`config.mk`:
```
export PLATFORM = sky130hd
export DESIGN_NAME = serial_frame_deser_flat
export DESIGN_NICKNAME = d
export VERILOG_FILES = /design/src/rtl/serial_frame_deser_pkg.sv /design/src/rtl/serial_frame_deser_if.sv /design/src/rtl/serial_frame_deser.sv /design/src/flat_wrapper.sv
export SDC_FILE = /design/constraint.sdc
export NUM_CORES = 1
export LEC_CHECK = 0
export ABC_AREA = 1
export BUFFER_PORTS_ARGS = -buffer_cell sky130_fd_sc_hd__buf_2
export CORE_MARGIN = 2
export CORE_UTILIZATION = 58
export DETAILED_ROUTE_END_ITERATION = 8
export GPL_TIMING_DRIVEN = 0
export PLACE_DENSITY = 0.91
export SLEW_MARGIN = 10
export SYNTH_ARGS = -nofsm -noshare
export SYNTH_HDL_FRONTEND = slang
export SYNTH_SLANG_ARGS = --single-unit
```
`constraint.sdc`:
```
create_clock -name clk -period 3.4 [get_ports clk]
set_input_delay 0.34 -clock clk [delete_from_list [all_inputs] [get_ports clk]]
set_output_delay 0.34 -clock clk [all_outputs]
set_load 0.02 [all_outputs]
```
`src/rtl/serial_frame_deser_pkg.sv`:
```
// Shared types for the serial frame deserializer.
package serial_frame_pkg;

   typedef enum logic [1:0] {
      IDLE  = 2'd0,
      DATA  = 2'd1,
      STOP  = 2'd2,
      BREAK = 2'd3
   } deser_state_t;

   // Bit-counter width; a single-bit frame still needs a 1-bit counter.
   function automatic int unsigned cnt_width(input int unsigned width);
      return (width > 1) ? $clog2(width) : 1;
   endfunction

endpackage

```
`src/rtl/serial_frame_deser_if.sv`:
```
// Serial line and parallel-word side of the deserializer.
interface serial_frame_deser_if #(
   parameter int unsigned WIDTH = 8
);
   logic             tick;
   logic             sin;
   logic [WIDTH-1:0] dout;
   logic             load;
   logic             frame_err;
   logic             busy;

   modport master (output tick, sin, input dout, load, frame_err, busy);
   modport slave  (input tick, sin, output dout, load, frame_err, busy);
endinterface

```
`src/rtl/serial_frame_deser.sv`:
```
// Start/data/stop serial frame deserializer sampled on an external tick.
module serial_frame_deser
   import serial_frame_pkg::*;
#(
   parameter int unsigned WIDTH = 8
) (
   input logic                 clk,
   input logic                 rst_,
   serial_frame_deser_if.slave bus
);

   localparam int unsigned CW = cnt_width(WIDTH);
   localparam logic [CW-1:0] LAST = CW'(WIDTH - 1);

   deser_state_t     state;
   deser_state_t     nxt;
   logic [CW-1:0]    cnt;
   logic [WIDTH-1:0] sh;

   // Next-state decode; only a tick can move the machine.
   always_comb begin
      nxt = state;
      if (bus.tick) begin
         case (state)
            IDLE:    if (!bus.sin) nxt = DATA;
            DATA:    if (cnt == LAST) nxt = STOP;
            STOP:    nxt = bus.sin ? IDLE : BREAK;
            BREAK:   if (bus.sin) nxt = IDLE;
            default: nxt = IDLE;
         endcase
      end
   end

   // State, counter, shift register and registered outputs.
   always_ff @(posedge clk or negedge rst_) begin
      if (!rst_) begin
         state         <= IDLE;
         cnt           <= '0;
         sh            <= '0;
         bus.dout      <= '0;
         bus.load      <= 1'b0;
         bus.frame_err <= 1'b0;
         bus.busy      <= 1'b0;
      end else begin
         bus.load      <= 1'b0;
         bus.frame_err <= 1'b0;
         state         <= nxt;
         // busy is registered from the next state so it stays a pure flop output
         bus.busy      <= (nxt != IDLE);
         if (bus.tick) begin
            case (state)
               IDLE: begin
                  if (!bus.sin) cnt <= '0;
               end
               DATA: begin
                  sh <= (sh >> 1) | (WIDTH'(bus.sin) << (WIDTH - 1));
                  if (cnt != LAST) cnt <= cnt + CW'(1);
               end
               STOP: begin
                  if (bus.sin) begin
                     bus.dout <= sh;
                     bus.load <= 1'b1;
                  end else begin
                     bus.frame_err <= 1'b1;
                  end
               end
               default: ;
            endcase
         end
      end
   end

endmodule

```
`src/flat_wrapper.sv`:
```
// flat-port wrapper written by rule: the top's interface ports become plain ports
module serial_frame_deser_flat import serial_frame_pkg::*;
#(
   parameter int unsigned WIDTH = 8
)
  (clk, rst_, bus_tick, bus_sin, bus_dout, bus_load, bus_frame_err, bus_busy);
  serial_frame_deser_if #(.WIDTH(WIDTH)) bus_i ();
  input logic clk;
  input logic rst_;
  input wire logic [$bits(bus_i.tick)-1:0] bus_tick;
  input wire logic [$bits(bus_i.sin)-1:0] bus_sin;
  output wire logic [$bits(bus_i.dout)-1:0] bus_dout;
  output wire logic [$bits(bus_i.load)-1:0] bus_load;
  output wire logic [$bits(bus_i.frame_err)-1:0] bus_frame_err;
  output wire logic [$bits(bus_i.busy)-1:0] bus_busy;
  assign bus_i.tick = bus_tick;
  assign bus_i.sin = bus_sin;
  assign bus_dout = bus_i.dout;
  assign bus_load = bus_i.load;
  assign bus_frame_err = bus_i.frame_err;
  assign bus_busy = bus_i.busy;
  serial_frame_deser #(.WIDTH(WIDTH)) u_core (.clk(clk), .rst_(rst_), .bus(bus_i));
endmodule
```
# Yosys cells after proc, flatten, opt, wreduce, memory -nomap -nowiden
# Cells that the tools add are included.
dict set report word_totals {
  reg_bits 24
  inputBits 4
  out_inout_bits 11
  wordCells 37
}
dict set report classes {
  muxes 15
  n_eq_ne 7
  bitwise_logic 1
  add_sub_neg 1
  n_reduce_logical 6
}
# operator n
set op_table {}
lappend op_table {{2-bit two-way mux} 5}
lappend op_table {{7-bit by 8-bit OR with 8-bit output} 1}
lappend op_table {{2-bit one-hot mux with 4 select lines} 1}
lappend op_table {{1-bit two-way mux} 6}
lappend op_table {{3-bit two-way mux} 2}
lappend op_table {{3-bit one-hot mux with 2 select lines} 1}
lappend op_table {{2-bit == test, second input constant} 2}
lappend op_table {{4-bit AND reduction} 1}
lappend op_table {{2-bit nonzero test} 2}
lappend op_table {{3-bit by 1-bit adder with 3-bit output, second input constant} 1}
lappend op_table {{3-bit == test, second input constant} 1}
lappend op_table {{3-bit inequality test, second input constant} 1}
lappend op_table {{3-bit AND reduction} 1}
lappend op_table {{2-bit by 1-bit == test with 1-bit output, second input constant} 1}
lappend op_table {{2-bit zero test} 1}
lappend op_table {{2-bit by 1-bit inequality test with 1-bit output, second input constant} 1}
lappend op_table {{2-bit inequality test, second input constant} 1}
lappend op_table {{2-bit AND reduction} 1}

# Longest topological paths before layout
dict set report depth {
  word_depth 5
  depth_mapped 6
  depth_no_buf 6
}

# Least setup slack after synthesis
# Ideal clock, no wire load.
dict set report synth_timing {
  kind {register to register}
  startpoint {register u_core.cnt[0]}
  endpoint {register u_core.cnt[0]}
  period_less_slack_ns 1.186
  arrival_time_ns 1.069
  n_path_buf 0
  stages_incl_launch_ff 7
  setup_slack_ns 2.214
  t_required_ns 3.283
  path_cell_list {dfrtp_1 -> ha_1 -> ha_1 -> nand3_1 -> nand2_2 -> nand2_1 -> nand2_1}
}
dict set report synth_via {
  elab_chain_cells 3
}
# element line_no
set synth_rtl {}
lappend synth_rtl {{from (decl)} serial_frame_deser.sv:17} ;# logic [CW-1:0] cnt;
lappend synth_rtl {{from (signal assigned)} serial_frame_deser.sv:57} ;# if (cnt != LAST) cnt <= cnt + CW'(1);
lappend synth_rtl {{3-bit by 1-bit adder with 3-bit output or 3-bit inequality test (tied branches)} serial_frame_deser.sv:57}
lappend synth_rtl {{3-bit two-way mux or 2-bit by 1-bit inequality test with 1-bit output (tied branches)} n/a}
lappend synth_rtl {{3-bit one-hot mux with 2 select lines or 4-bit AND reduction (tied branches)} n/a}
# Several ways; a longest one is shown, not always the timed one. The select of a mux whose other input is x is not followed.
# A chain may end at the register's enable or synchronous reset.

# Worst setup path in the final report
dict set report layout_timing {
  startpoint {register u_core.cnt[0]}
  endpoint {register u_core.cnt[2]}
}
# The elaborated chain is that of the path after synthesis.

==> run_results.csv <==
group,metric,value,unit
outcome,status,"finished, final reports clean",
synthesis,synth-seq-cells,24,
floorplanning,die_x,46.4,um
clocking,cts_sinks,24,
min_path,worstHoldPathCells,2,
power,p_seq_share,57.2,%
worst_setup_path,cp_max_fo,5,
power,power.density,504,nW/um2
run,drv_cap,0,
finish,layout_common_cells,"nand2_1, dfrtp_1, inv_1, buf_2, o21ai_1",
finish,finalNetCount,133,
power,p_leak,0.640,nW
timing,max_freq,747,MHz
finish,diodes,0,
clocking,clkTransAtPathRegs,0.12,ns
clocking,cts_buffers,3,
worst_setup_path,critPathKind,"reg2reg",
drt,totalWireLength,1.69,mm
worst_setup_path,start_kind,"flop",
synthesis,synth_nets,113,
synthesis,ys_seq_area_share,57.5,%
worst_setup_path,reg2reg_depth,6,
timing,final_max_slew_viol_count,0,
global_routing,grt_max_degree,25,
place,dp_cells,146,
min_path,hp-class,"in2reg",
drt,drc,0,
timing,worstMarginPinSlew,0.511,ns
clocking,cts_root_buffer,"clkbuf_4",
global_routing,groute.layer.met2.usage,28.6,%
floorplanning,die-area,2160,um2
place,gp_congestion,0.773,
global_routing,track_usage,18.6,%
power,p_sw_share,28.8,%
drt,antenna_left,0,
timing,post-route-period-util,39.4,%
synthesis,syn_inst,107,
place,hpwl,1.28,mm
power,peakVddDrop,312,uV
clocking,tritoncts,"built",
worst_setup_path,timing.rr.start,"u_core.cnt[0]",
power,combPwrFrac,18.4,%
clocking,cts_resized,0,
global_routing,overflow,0,
floorplanning,die_y,46.4,um
global_routing,use_met1,24.7,%
power,p_sw,0.173,mW
floorplanning,core,1710,um2
timing,rsz0062_at_grt,"false",
worst_setup_path,arrival,1.55,ns
global_routing,met3_usage,3.53,%
timing,fin_worst_skew,0.00493,ns
drt,wire_per_inst,11.2,um
place,dpl_cell_area,1150,um2
synthesis,ys_warn_count,0,
drt,dr.pass1.iters,4,
finish,fin_area,1190,um2
clocking,clock_latency,0.31,ns
synthesis,synth_area,1040,um2
synthesis,synth_area_leaders,"dfrtp_1, nand2_1, o21ai_2, inv_1, o21ai_1",
drt,avgViaCountPerCell,4.93,
global_routing,top_usage_layer,"met2",
drt,drt-initial-drc-count,23,
synthesis,synth_top_area_cell,"dfrtp_1",
worst_setup_path,crit_start,"u_core.cnt[0]",
power,clkPwrFrac,24.4,%
place,pre_cts_ws,2.09,ns
timing,period_minus_slack,1.34,ns
finish,final_util,69.8,%
finish,drive_above_1_share,27.0,%
timing,finalSetupViolations,0,
finish,layout_commonest_cell,"nand2_1",
timing,hold_viol_final,0,
worst_setup_path,cp-end-kind,"flop",
global_routing,antenna_found_initial,0,
place,port_buffers,14,
synthesis,yosysUniqueCellTypes,16,
finish,instances_no_fill,151,
timing,finalSetupTns,0,ns
floorplanning,num_rows,15,
drt,num_vias,744,
global_routing,grt_pass1_wl,2.73,mm
synthesis,yosysTopAreaCellShare,57.5,%
worst_setup_path,worstPathRequired,3.61,ns
min_path,min_from,"bus_sin",
clocking,max-clock-path-buffers,2,
timing,fin_ws,2.06,ns
timing,slew_headroom,65.9,%
power,p_int,0.428,mW
synthesis,avgSynthCellArea,9.76,um2
clocking,htreeDepth,1,
floorplanning,initial_core_util,61.2,%
global_routing,grt_pass1_vias,633,
floorplanning,ios,15,
finish,area_growth_syn_to_layout,14.1,%
==> layout make-up <==
type,instances,area [um2]
sequential,24,601
clock buffer,4,36.3
tap,25,31.3
timing repair buffer,15,80.1
multi-input combinational,65,360
buffer,3,27.5
inverter,15,56.3
fill,134,515
==> timing repair <==
action,in CTS,in global routing
hold buffers,1,0
hold endpoints to repair,11,0
buffers inserted,0,0
==> critical path, stage by stage, from the launching register on <==
cell,delay [ns]
dfrtp_1,0.41
ha_1,0.21
ha_1,0.19
nand3_1,0.19
nand2_2,0.10
nand2_1,0.08
nand2_1,0.06
==> metrics by stage <==
step / power (mW) / hold WS (ns)
6_report: 0.602 / 0.272
2_1_floorplan: 0.427 / 0.0444
3_3_place_gp: 0.451 / 0.339
3_5_place_dp: 0.462 / 0.348
5_1_grt: 0.635 / 0.276
4_1_cts: 0.607 / 0.261
==> worst paths after layout <==
check / endpoint / slack [ns]
max in group asynchronous: u_core.state[1] / 2.54
setup reg to reg: u_core.cnt[2] / 2.06
hold reg to reg: u_core.bus.dout[2] / 0.49
min in group asynchronous: u_core.cnt[1] / 0.52
hold / removal: u_core.bus.frame_err / 0.27
setup / recovery: u_core.cnt[2] / 2.06
==> sequential cells by signal, summed over array words and instances, names as in the netlist <==
| name | count |
|---|---|
| u_core.bus.dout | 8 |
| u_core.state | 2 |
| u_core.bus.load | 1 |
| u_core.cnt | 3 |
| u_core.sh | 8 |
| u_core.bus.busy | 1 |
| u_core.bus.frame_err | 1 |
==> metal layers <==
metal  vias to the layer above  wire (um)
li1                        379          -
met1                       353        777
met2                         8        835
met3                         4         35
met4                         0         45
met5                         -          0
==> kinds of logic after synthesis <==
family	after synthesis	synth area share [%]
compound gates	15	9.70
flops	24	57.5
buf+inv	18	8.02
simple gates	48	22.4
fa+ha+maj	2	2.39
==> power groups by stage <==
stage | sequential (mW) | combinational (mW) | clock [mW]
CTS | 0.344 | 0.113 | 0.151
detailed placement | 0.350 | 0.112 | 0
global route | 0.349 | 0.126 | 0.159
global placement | 0.348 | 0.103 | 0
finish | 0.344 | 0.111 | 0.147
floorplan | 0.350 | 0.0769 | 0
==> cell usage after synthesis <==
library cell  count
nand2_1          30
dfrtp_1          24
inv_1            15
o21ai_1           8
o21ai_2           7
nand3_1           6
nor2_1            4
nand2_2           3
buf_6             2
ha_1              2
buf_2             1
nand3_4           1
nand4_1           1
nand4_4           1
nor2_2            1
nor4_1            1
(Power assumes the default switching activity.)
